===== src/rtl/regfile_operand_fetch.sv =====
// Operand fetch unit: issues reads to the register file for decoded instructions,
// tracks pending destinations in a scoreboard and hands operands to execute via valid/ready.
module regfile_operand_fetch #(
    parameter int RD_LATENCY = 1,
    parameter int DATA_W     = 32
) (
    input  logic              clk,
    input  logic              reset,
    input  logic              dec_valid,
    output logic              dec_ready,
    input  logic [4:0]        dec_rs1,
    input  logic [4:0]        dec_rs2,
    input  logic [4:0]        dec_rd,
    input  logic              dec_rd_we,
    input  logic              wb_valid,
    input  logic [4:0]        wb_rd,
    input  logic [DATA_W-1:0] wb_data,
    output logic [4:0]        rf_readaddr1,
    output logic [4:0]        rf_readaddr2,
    output logic [4:0]        rf_writeaddr,
    output logic [DATA_W-1:0] rf_writedata,
    output logic              rf_RegWrite,
    input  logic [DATA_W-1:0] rf_readdata1,
    input  logic [DATA_W-1:0] rf_readdata2,
    output logic              op_valid,
    input  logic              op_ready,
    output logic [DATA_W-1:0] op_a,
    output logic [DATA_W-1:0] op_b,
    output logic [4:0]        op_rd,
    output logic              op_rd_we
);

    localparam logic [1:0] IDLE  = 2'd0;
    localparam logic [1:0] ISSUE = 2'd1;
    localparam logic [1:0] WAIT  = 2'd2;
    localparam logic [1:0] HOLD  = 2'd3;

    localparam int              CNT_W    = (RD_LATENCY > 1) ? $clog2(RD_LATENCY) : 1;
    localparam logic [CNT_W-1:0] WAIT_LAST = CNT_W'(RD_LATENCY - 1);

    logic [1:0]       state;
    logic [CNT_W-1:0] wait_cnt;
    logic [31:0]      busy;
    logic [31:0]      busy_next;
    logic             stall;
    logic             dispatch;

    // The write port is a straight pass-through; writeback is never stalled.
    assign rf_RegWrite  = wb_valid;
    assign rf_writeaddr = wb_rd;
    assign rf_writedata = wb_data;

    assign dec_ready = (state == IDLE);
    assign dispatch  = op_valid && op_ready;

    // A write in the sampling cycle would race the read, so writeback also holds off issue.
    assign stall = wb_valid
                || ((rf_readaddr1 != 5'd0) && busy[rf_readaddr1])
                || ((rf_readaddr2 != 5'd0) && busy[rf_readaddr2]);

    always_comb begin
        busy_next = busy;
        if (wb_valid) begin
            busy_next[wb_rd] = 1'b0;
        end
        if (dispatch && op_rd_we && (op_rd != 5'd0)) begin
            busy_next[op_rd] = 1'b1;
        end
    end

    always_ff @(posedge clk) begin
        if (reset) begin
            busy <= '0;
        end else begin
            busy <= busy_next;
        end
    end

    // Read addresses double as the latched source fields for the instruction in flight.
    always_ff @(posedge clk) begin
        if (reset) begin
            state        <= IDLE;
            wait_cnt     <= '0;
            rf_readaddr1 <= 5'd0;
            rf_readaddr2 <= 5'd0;
            op_rd        <= 5'd0;
            op_rd_we     <= 1'b0;
            op_a         <= '0;
            op_b         <= '0;
            op_valid     <= 1'b0;
        end else begin
            case (state)
                IDLE: begin
                    if (dec_valid) begin
                        rf_readaddr1 <= dec_rs1;
                        rf_readaddr2 <= dec_rs2;
                        op_rd        <= dec_rd;
                        op_rd_we     <= dec_rd_we;
                        state        <= ISSUE;
                    end
                end
                ISSUE: begin
                    if (!stall) begin
                        wait_cnt <= '0;
                        state    <= WAIT;
                    end
                end
                WAIT: begin
                    if (wait_cnt == WAIT_LAST) begin
                        op_a     <= (rf_readaddr1 == 5'd0) ? '0 : rf_readdata1;
                        op_b     <= (rf_readaddr2 == 5'd0) ? '0 : rf_readdata2;
                        op_valid <= 1'b1;
                        state    <= HOLD;
                    end else begin
                        wait_cnt <= wait_cnt + 1'b1;
                    end
                end
                default: begin
                    if (op_ready) begin
                        op_valid <= 1'b0;
                        state    <= IDLE;
                    end
                end
            endcase
        end
    end

endmodule

===== config.mk =====
export PLATFORM = sky130hd
export DESIGN_NAME = regfile_operand_fetch
export DESIGN_NICKNAME = d
export VERILOG_FILES = /design/src/rtl/regfile_operand_fetch.sv
export SDC_FILE = /design/constraint.sdc
export NUM_CORES = 1
export LEC_CHECK = 0
export ABC_AREA = 0
export CORE_MARGIN = 3
export CORE_UTILIZATION = 35
export CTS_CLUSTER_DIAMETER = 100
export DETAILED_ROUTE_END_ITERATION = 12
export PLACE_DENSITY_LB_ADDON = 0.15
export SYNTH_ARGS = -nofsm -noshare
export SYNTH_HDL_FRONTEND = slang
export SYNTH_SLANG_ARGS = --single-unit

===== constraint.sdc =====
create_clock -name clk -period 2.7 [get_ports clk]
set_input_delay 0.81 -clock clk [delete_from_list [all_inputs] [get_ports clk]]
set_output_delay 0.81 -clock clk [all_outputs]
set_load 0.01 [all_outputs]

Yosys cells after proc, flatten, opt, wreduce, memory -nomap -nowiden
Cells that the tools add are included.
Widths: inputs -> output; s select.
{ "op_classes": {"add_sub_neg": 1, "n_lt_le_gt_ge": 6, "n_eq_ne": 5, "muxes": 23, "n_bitwise": 5, "reduce_logical": 24} }
{ "op_table": {"columns": ["op", "n"], "rows": [
  ["$mux 32", 4],
  ["$and 32x32->32", 1],
  ["$not 32->32", 1],
  ["$or 32x32->32", 1],
  ["$lt 5x6->1 const B", 4],
  ["$reduce_bool 5->1", 3],
  ["$bmux 1 s5", 2],
  ["$demux 1 s5", 2],
  ["$ge 5x1->1 const B", 2],
  ["$logic_not 5->1", 2],
  ["$mux 1", 8],
  ["$mux 2", 4],
  ["$logic_and 1x1->1", 7],
  ["$ne 2x2->1 const B", 3],
  ["$pmux 2 s3", 1],
  ["$reduce_and 2->1", 3],
  ["$pmux 1 s2", 2],
  ["$reduce_and 4->1", 1],
  ["$reduce_bool 2->1", 2],
  ["$reduce_bool 4->1", 1],
  ["$reduce_and 3->1", 1],
  ["$eq 2x1->1 const B", 1],
  ["$eq 2x2->1 const B", 1],
  ["$logic_not 2->1", 1],
  ["4 further kinds", 6]
]} }
{ "totals": {"ff_bits": 116, "input_bits": 122, "out_inout_bits": 120, "elab_cells": 74} }

Longest topological paths before layout
{ "depth": {"ltp_word": 9, "ltp_mapped": 7, "mapped_depth_nobuf": 7} }

Worst setup path after synthesis
OpenSTA, ideal clock, no wires.
{ "synth_timing": {"kind": "register to register", "from": "register rf_readaddr1[1]", "to": "register state[0]", "setup_time_ns": 0.072, "t_arrival_ns": 2.094, "required_ns": 2.628, "setup_slack_ns": 0.535, "stages_incl_launch_ff": 7, "path_buffers": 1, "period_less_slack_ns": 2.165, "path_cell_list": "dfxtp_1 -> buf_6 -> mux4_2 -> mux4_2 -> mux2_4 -> a22oi_2 -> mux2i_1"} }
{ "synth_between": {"elab_chain_len": 7, "word_cells_on_any_way": 8, "cone_classes": "eq/ne: 1; mux: 2; reduce/logical: 5"} }
{ "synth_rtl": {"columns": ["item", "line", "source"], "rows": [
  ["from (decl)", "18", "output logic [4:0] rf_readaddr1,"],
  ["from (signal assigned)", "95", "rf_readaddr1 <= dec_rs1;"],
  ["$bmux 1 s5", "58", "|| ((rf_readaddr1 != 5'd0) && busy[rf_readaddr1])"],
  ["$mux 1 (implied by the code)", "58", null],
  ["$logic_and 1x1->1 *", "58", null],
  ["$logic_or 1x1->1 *", "58", null],
  ["$logic_or 1x1->1 *", "59", "|| ((rf_readaddr2 != 5'd0) && busy[rf_readaddr2]);"],
  ["$ne 2x2->1 (no source line) *", null, null],
  ["$reduce_and 4->1 (no source line) *", null, null],
  ["to (signal assigned)", "82", "state <= IDLE;"],
  ["to (signal assigned)", "99", "state <= ISSUE;"],
  ["to (signal assigned)", "105", "state <= WAIT;"],
  ["to (decl)", "41", "logic [1:0] state;"]
]} }
Every way passes the cells marked *; elsewhere a longest branch is shown, timed or not. The select of a mux whose other input is x is not followed.
A chain may end at the register's enable or synchronous reset.

Worst setup path in the final report
{ "layout_timing": {"from": "input port wb_rd[3]", "to": "output port rf_writeaddr[3]"} }
{ "layout_lines": {"columns": ["item", "line", "source"], "rows": [
  ["from (decl)", "16", "input logic [4:0] wb_rd,"],
  ["to (decl)", "20", "output logic [4:0] rf_writeaddr,"]
]} }
No word-level cell between the ends.

==> reports/qor.csv <==
stage;metric;value;unit
clocking;hold buffer count at cts;0;
place;Port Buffers;177;
logic_synthesis;post-synthesis cell area;5320;um2
worst_hold_path;hold-critical path depth;2;
power;static leakage;2.86;nW
worst_hold_path;Hold WC Path Type;reg -> reg;
global_routing;Overall Global Routing Usage;20.5;%
final_layout;Post-Layout Cell Count;957;
clocking;number of cells upsized or downsized after cts;0;
floorplanning;Initial Utilization;36.2;%
clocking;Post-CTS Repair Setup Buffers;0;
timing;Fin. Hold Viols;0;
final_layout;Nets;885;
logic_synthesis;Post-Syn Nets;750;
timing;total negative setup slack;0;ps
detailed_routing;initial DRC count;313;
critical_path;RR Endpoint;state[1];
final_layout;fillers;1367;
final_layout;Antenna Cells;0;
timing;Worst-Margin Slew;645;ps
final_layout;commonest non-fill, non-tap cell in the layout;clkdlybuf4s50_1;
outcome;status;completed;
detailed_routing;drt pass-1 iters;5;
critical_path;arrival time worst endpoint;1850;ps
timing;Max Freq;376;MHz
logic_synthesis;Ys Warns;0;
worst_hold_path;worst hold endpoint;op_rd_we;
power;Pwr Density;750;nW/um2
logic_synthesis;Seq/Total Area, Yosys;43.3;%
detailed_routing;wire per inst;17.5;um
global_routing;GR Util met2;32.8;%
timing;minimum clock period;2660;ps
detailed_routing;DRT antenna net count;0;
floorplanning;Core ar.;14700;um2
critical_path;CP required;1890;ps
critical_path;worst path bufs/invs;2;
clocking;H-tree level count;4;
place;routability cong.;0.863;
timing;Final Skew;4.97;ps
critical_path;slowest CP cell;clkdlybuf4s50_1;
global_routing;initial antenna violation count;1;
logic_synthesis;Netlist cell types;42;
logic_synthesis;Yosys reg bits;115;
final_layout;area grow syn2layout;43.7;%
clocking;worst-skew pair later-pin latency;410;ps
clocking;Reg clk slew, reported paths;50;ps
global_routing;met3 usage;10.6;%
clocking;Max Buffers Root-to-Sink;2;
critical_path;cell family with most CP delay;buffers and inverters;
logic_synthesis;Avg Inst Size Synth;8.50;um2
critical_path;worst r2r src;rf_readaddr1[2];
final_layout;most frequent cells in the layout;clkdlybuf4s50_1 (176), dfxtp_1 (114), a21oi_1 (113), nor2_1 (74), nand2_1 (71);
global_routing;largest net degree at the start of global routing;65;
critical_path;Worst setup SP type;input pin;
detailed_routing;routed vias;4868;
floorplanning;Die H;129;um
timing;relative slew slack;56.7;%
floorplanning;io pins;242;
critical_path;reg2reg path depth;5;
floorplanning;die width;129;um
global_routing;GRT met1 Usage;23.5;%
place;Placed Instances;925;
timing;final max-slew violation count;0;
critical_path;R2R Setup Slk;300;ps
critical_path;cell mode on critical path;clkdlybuf4s50_1;
global_routing;layer with the highest usage;met2;
worst_hold_path;hold_sp;op_rd_we;
global_routing;global-route wire length before repair;26600;um
job;max cap viols;0;
timing;final setup violation count;0;
global_routing;GRT overflow;0;
critical_path;CP Capture Type;output port;
timing;unrepaired setup endpoints after global routing;false;
place;dpl hpwl;11900;um
detailed_routing;DR DRC count;0;
final_layout;share of layout cells above drive strength 1;9.44;%
critical_path;crit path max fanout;2;
logic_synthesis;Mapped Cells;625;
floorplanning;DIE AREA;16700;um2
timing;period utilization;98.6;%
global_routing;vias in the first global route;5036;
critical_path;CP Cell Sequence;clkdlybuf4s50_1, clkdlybuf4s50_1;
clocking;root buffer cell;clkbuf_16;
clocking;CTS buffer count;17;
detailed_routing;Routed WL;16800;um
critical_path;slowest stage delay, CP;550;ps
clocking;CTS Sinks;115;
floorplanning;# rows;44;
detailed_routing;Via density;5.09;
power;VDD IR max;490;uV
critical_path;critical path type;in -> out;
clocking;TritonCTS clock tree;done;
where the power goes:
group,internal (mW),leakage [nW],switching (mW)
clock network,1.64,0.309,0.776
logic,0.667,1.62,0.663
registers,1.83,0.931,0.153
total,4.14,2.86,1.59
metal layers:
metal / share of wire (%) / vias up
met4: 1.6 / 2
met2: 47 / 210
met5: 0.078 / -
li1: - / 2357
met3: 11 / 32
met1: 40 / 2267
synthesized netlist by cell type:
master,number,area (um2)
ha_1,3,37.5
o31a_1,1,8.76
buf_1,1,3.75
o41ai_1,1,8.76
a2bb2oi_1,1,8.76
nand3_1,4,20.0
o21bai_1,2,15.0
a21oi_1,113,566
dfxtp_1,115,2300
a22oi_2,1,12.5
nor3b_1,6,45.0
mux4_2,9,203
a22oi_1,3,22.5
buf_6,3,33.8
nand2_1,71,267
or2b_2,3,26.3
a311oi_1,1,8.76
a41oi_2,1,16.3
mux4_1,5,131
o21ai_0,31,155
mux2_2,3,33.8
mux2i_1,8,80.1
nor3_1,1,5.00
and3b_1,2,17.5
mux2_4,1,15.0
or3b_2,3,26.3
clkbuf_1,32,120
o41a_2,1,12.5
a31oi_1,1,6.26
or2_2,1,6.26
or4_1,1,7.51
nor2b_1,66,413
or3_1,2,12.5
nor2_1,74,278
buf_2,3,15.0
nand3b_1,5,37.5
buf_4,38,285
and2_1,1,6.26
inv_1,2,7.51
and3_1,3,18.8
clkbuf_8,1,13.8
nand4_1,1,6.26
how the worst max path moves through the flow:
stage | from | end | slack [ps] | cells after the start
2_1_floorplan | rf_readaddr1[1] | state[0] | 530 | 6
3_3_place_gp | wb_valid | rf_RegWrite | 30 | 2
3_5_place_dp | wb_valid | state[0] | -6 | 7
4_1_cts | rf_readaddr2[0] | rf_readaddr2[0] | 20 | 1
5_1_grt | wb_rd[3] | rf_writeaddr[3] | 4 | 2
6_report | wb_rd[3] | rf_writeaddr[3] | 40 | 2
stage by stage:
stage | power [mW] | cell area [um2] | setup WS, ps | hold WS [ps] | utilization [%]
4_1_cts | 5.80 | 7640 | 23.1 | 486 | 51.9
5_1_grt | 6.02 | 7640 | 4.06 | 513 | 52.0
3_3_place_gp | 3.34 | 7000 | 31.2 | 460 | 47.6
2_1_floorplan | 2.76 | 5320 | 535 | 457 | -
3_5_place_dp | 3.36 | 7000 | -6.46 | 475 | 47.6
6_report | 5.73 | 7640 | 37.8 | 476 | 52.0
worst register-to-register path: cells and delay by family, from the launching register on:
kind	cells	cell delay (ps)
muxes	4	1500
DFF	1	640
AOI/OAI and AO/OA	1	180
area by class of cell:
| type | count | area [um2] | area share (%) |
|---|---|---|---|
| multi-input cells | 430 | 2540 | 33.2 |
| flip-flops and latches | 115 | 2300 | 30.2 |
| clock buffers | 23 | 488 | 6.39 |
| repair buffers | 194 | 1920 | 25.2 |
| well taps | 184 | 230 | 3.01 |
| inverters | 2 | 7.51 | 0.0983 |
| clock inverters | 9 | 150 | 1.97 |
cell families (layout without fill, tap and decap cells):
logic type / after synthesis / in the layout / share of synthesized area, %
AO/OA/AOI/OAI: 157 / 157 / 15.8
buffers and inverters: 80 / 228 / 9.02
adder cells (fa/ha/maj): 3 / 3 / 0.706
AND/OR/NAND/NOR: 244 / 244 / 22.4
multiplexers: 26 / 26 / 8.71
flip-flops: 115 / 115 / 43.3
registers in the layout, indices dropped and copies added (netlist names):
signal	flops
busy	32
rf_readaddr2	5
op_valid	1
state	2
op_b	32
op_rd_we	1
op_a	32
op_rd	5
rf_readaddr1	5
Note: power is estimated with default switching activity, not from simulation.
